File: src/rtl/instruction_fetch_stage.sv
// IF stage of the no-delay-slot MIPS pipeline. It holds the PC, addresses the ROM
// and loads the IF/ID register, with stall, redirect and redirect-flush handling.
module instruction_fetch_stage #(
    parameter int          Inst_Num_BIT = 8,
    parameter logic [31:0] RESET_PC     = 32'h0000_0000
) (
    input  logic                    clk,
    input  logic                    reset,
    input  logic                    Stall,
    input  logic                    Redirect,
    input  logic [31:0]             Redirect_Target,
    output logic [Inst_Num_BIT-1:0] Inst_Address,
    input  logic [31:0]             Instruction,
    output logic [31:0]             PC,
    output logic [31:0]             IFID_Instruction,
    output logic [31:0]             IFID_PC_Plus4,
    output logic                    IFID_Valid,
    output logic                    Addr_Error,
    output logic [31:0]             Fetch_Count
);

    logic [31:0] pc_plus4;

    // The ROM is combinational, so the word address comes straight from PC.
    assign Inst_Address = PC[Inst_Num_BIT+1:2];
    assign pc_plus4     = PC + 32'd4;

    // NOTE: every piece of pipeline state uses non-blocking assignments and the
    // asynchronous reset, so a mid-run reset flushes IF/ID without waiting for an edge.
    always_ff @(posedge clk or negedge reset) begin
        if (!reset) begin
            PC               <= RESET_PC;
            IFID_Instruction <= '0;
            IFID_PC_Plus4    <= '0;
            IFID_Valid       <= 1'b0;
            Addr_Error       <= 1'b0;
            Fetch_Count      <= '0;
        end else if (Redirect) begin
            // The wrong-path instruction is squashed; a misaligned target is
            // forced aligned and only flagged, so fetch keeps running.
            PC               <= {Redirect_Target[31:2], 2'b00};
            IFID_Instruction <= '0;
            IFID_PC_Plus4    <= '0;
            IFID_Valid       <= 1'b0;
            if (Redirect_Target[1:0] != 2'b00) begin
                Addr_Error <= 1'b1;
            end
        end else if (!Stall) begin
            PC               <= pc_plus4;
            IFID_Instruction <= Instruction;
            IFID_PC_Plus4    <= pc_plus4;
            IFID_Valid       <= 1'b1;
            Fetch_Count      <= Fetch_Count + 32'd1;
        end
    end

endmodule

File: config.mk
export PLATFORM = sky130hd
export DESIGN_NAME = instruction_fetch_stage
export DESIGN_NICKNAME = d
export VERILOG_FILES = /design/src/rtl/instruction_fetch_stage.sv
export SDC_FILE = /design/constraint.sdc
export NUM_CORES = 1
export LEC_CHECK = 0
export CAP_MARGIN = 20
export CORE_ASPECT_RATIO = 0.8
export CORE_MARGIN = 4
export CORE_UTILIZATION = 47
export DETAILED_ROUTE_END_ITERATION = 10
export PLACE_DENSITY = 0.81
export SLEW_MARGIN = 20
export SYNTH_ARGS = -nofsm -noshare
export SYNTH_HDL_FRONTEND = slang
export SYNTH_SLANG_ARGS = --single-unit
File: constraint.sdc
create_clock -name clk -period 3 [get_ports clk]
set_input_delay 0.45 -clock clk [delete_from_list [all_inputs] [get_ports clk]]
set_output_delay 0.45 -clock clk [all_outputs]
set_load 0.01 [all_outputs]
==> out/metrics.yaml <==
status: "finished, final reports clean"
syn_area_sq_mm: 0.00643
grt_max_degree: 71
drt_first_iter_violations: 503
min_period_ns: 2.44
yosys.cell_count.top_type: "dfrtp_1"
dp_hpwl_um: 14400
final_cells: 1024
synth.cells.most_frequent: "dfrtp_1, nor2_1, nand2_1"
routed_wl_um: 19800
pin_count: 206
insertedDiodeCount: 0
synthDistinctLibCells: 55
pwr-share-clk: 0.433
cts_root_buf: "clkbuf_16"
worstMarginPinSlew_ns: 0.936
core_area_sq_mm: 0.0131
total_power_mw: 5.17
dieWidth_um: 139
synth_cells: 656
cts_tree: "done"
drive_above_1_share: 0.0742
max_freq_ghz: 0.410
fin_nets: 907
start_util: 0.489
wire_per_inst_um: 19.4
yosys.area.top_type: "dfrtp_1"
die_height_um: 113
grt_use_total: 0.257
rows: 37
ys_warn_count: 0
max_slew_margin: 0.371
critPathLaunchType: "flop"
htreeDepth: 4
crit_fanout: 17
grt-ovfl-total: 0
internal_power_mw: 3.80
rsz0062_at_grt: "false"
vias: 5880
ys_seq_area_frac: 0.494
place_congestion: 0.974
p_switching_mw: 1.37
worstSkewPairLatency_ns: 0.42
critPathCaptureType: "flop"
setup_viol: 0
antenna_found_initial: 0
cts_made_buffers: 17
async_flop_share: 1.00
drtPass1Iterations: 5
dieArea_sq_mm: 0.0156
hold_viol: 0
grt_pass1_vias: 5874
met2_usage: 0.392
critical_path_required_ns: 3.32
min_path_type: "input port to flop"
vias_per_cell: 5.74
utilization: 0.698
maxCapViolations: 0
grt-busiest-layer: "met2"
power.density_mw_per_mm2: 563
grt_pass1_wl_um: 32000
clock-sinks: 127
yosys.area.top_type_share: 0.494
use_met1: 0.354
grt_use_met3: 0.0809
crit_type: "flop to flop"
ant_nets: 0
netlist_top_cells_area: "dfrtp_1, xnor2_1, mux2i_1"
p_sw_frac: 0.265
leakage_nw: 3.70
ys_ff_latch: 127
peakVddDrop_uv: 388
io_buffers: 203
post-route-period-util: 0.812
drc: 0
tns_ns: 0
p_comb_frac: 0.172
clock_skew_ns: 0.00889
seqPwrFrac: 0.395
syn2layout_area_growth_pct: 42.6
path_clk_slew_ns: 0.06
synth_edf_count: 0
report.final.slew_viol_count: 0
dp_cells: 992
crit_arrival_ns: 2.75
syn_avg_cell_area_sq_um: 9.81
clk_path_buf_depth: 2
ys.flop_type: "dfrtp_1"
==> worst max-delay path: stages, from the launching register on <==
cell      delay (ns)
dfrtp_1         0.50
nand4_1         0.34
buf_4           0.31
or4_2           0.68
o31a_1          0.26
a221oi_1        0.25
==> power by group through the flow <==
stage | Combinational, mW | Sequential (mW) | Clock, mW
after floorplan | 0.343 | 2.07 | 0
after global placement | 0.874 | 2.05 | 0
after detailed placement | 0.889 | 2.07 | 0
after CTS | 0.896 | 2.04 | 2.27
after global routing | 0.961 | 2.06 | 2.37
final | 0.889 | 2.04 | 2.24
==> through the flow <==
stage	setup slack (ns)	area [sq um]	hold slack, ns
after floorplan	0.842	6440	0.154
after global placement	0.675	8520	0.409
after detailed placement	0.636	8520	0.417
after CTS	0.613	9170	0.428
after global routing	0.490	9170	0.449
final	0.563	9170	0.444
==> routing by layer <==
layer / share of wire / wire length, um / vias to the layer above
met3: 0.082 / 1620 / 41
met1: 0.44 / 8670 / 2858
met2: 0.46 / 9100 / 263
met5: 0 / 0 / -
li1: - / - / 2718
met4: 0.022 / 439 / 0
==> state kept, by name, indices dropped and copies added (netlist names) <==
signal and flops:
IFID_Instruction 32, PC 30, Fetch_Count 32, IFID_Valid 1
IFID_PC_Plus4 31, Addr_Error 1
==> cell families after synthesis <==
logic type,synth area share
fa+ha+maj,0.00389
other cells,0.000583
simple gates,0.228
mux,0.0550
compound gates,0.0973
flops,0.494
xor+xnor,0.0762
buf+inv,0.0453
==> path summary, 6_finish.rpt <==
path | startpoint | end | slack [ns] | cells after the start
hold reg to reg | Addr_Error | Addr_Error | 0.47 | 1
max in group asynchronous | reset | PC[30] | 1.71 | 3
setup reg to reg | PC[6] | IFID_PC_Plus4[24] | 0.56 | 5
min in group asynchronous | reset | IFID_PC_Plus4[2] | 0.52 | 2
hold / removal | Redirect | IFID_Instruction[0] | 0.44 | 2
setup / recovery | PC[6] | IFID_PC_Plus4[24] | 0.56 | 5
==> area by class of cell <==
class                           count  area [sq um]
Fill cell                         972          3980
Sequential cell                   127          3180
Multi-Input combinational cell    466          2970
Timing Repair Buffer              216          2130
Clock buffer                       17           425
Tap cell                          175           219
Clock inverter                     14           215
Inverter                            9          33.8
==> cells in the final DEF (no fill, tap or decap), drive strengths merged, types with 4 or more instances in the layout <==
master         instances
bufinv                 5
inv                   10
o31ai                  8
and3                  10
a22oi                  4
or4                   16
xor2                  13
nand2                 46
clkinvlp               5
a311oi                10
and2                   5
dfrtp                127
mux2i                 32
and4                   5
or3                   14
a21oi                  9
a31oi                 10
buf                   15
nor4                  11
nor2                  79
nor3                  14
nand4                 32
clkbuf                17
xnor2                 43
a211oi                10
nor2b                  6
o21ai                 31
clkdlybuf4s50        200
nand3                 26
==> timing repair <==
action,CTS,global route
setup buffers,0,0
gates resized for setup,0,0
endpoints found under the hold margin,29,0
hold buffers,1,0
(Power assumes the default switching activity.)
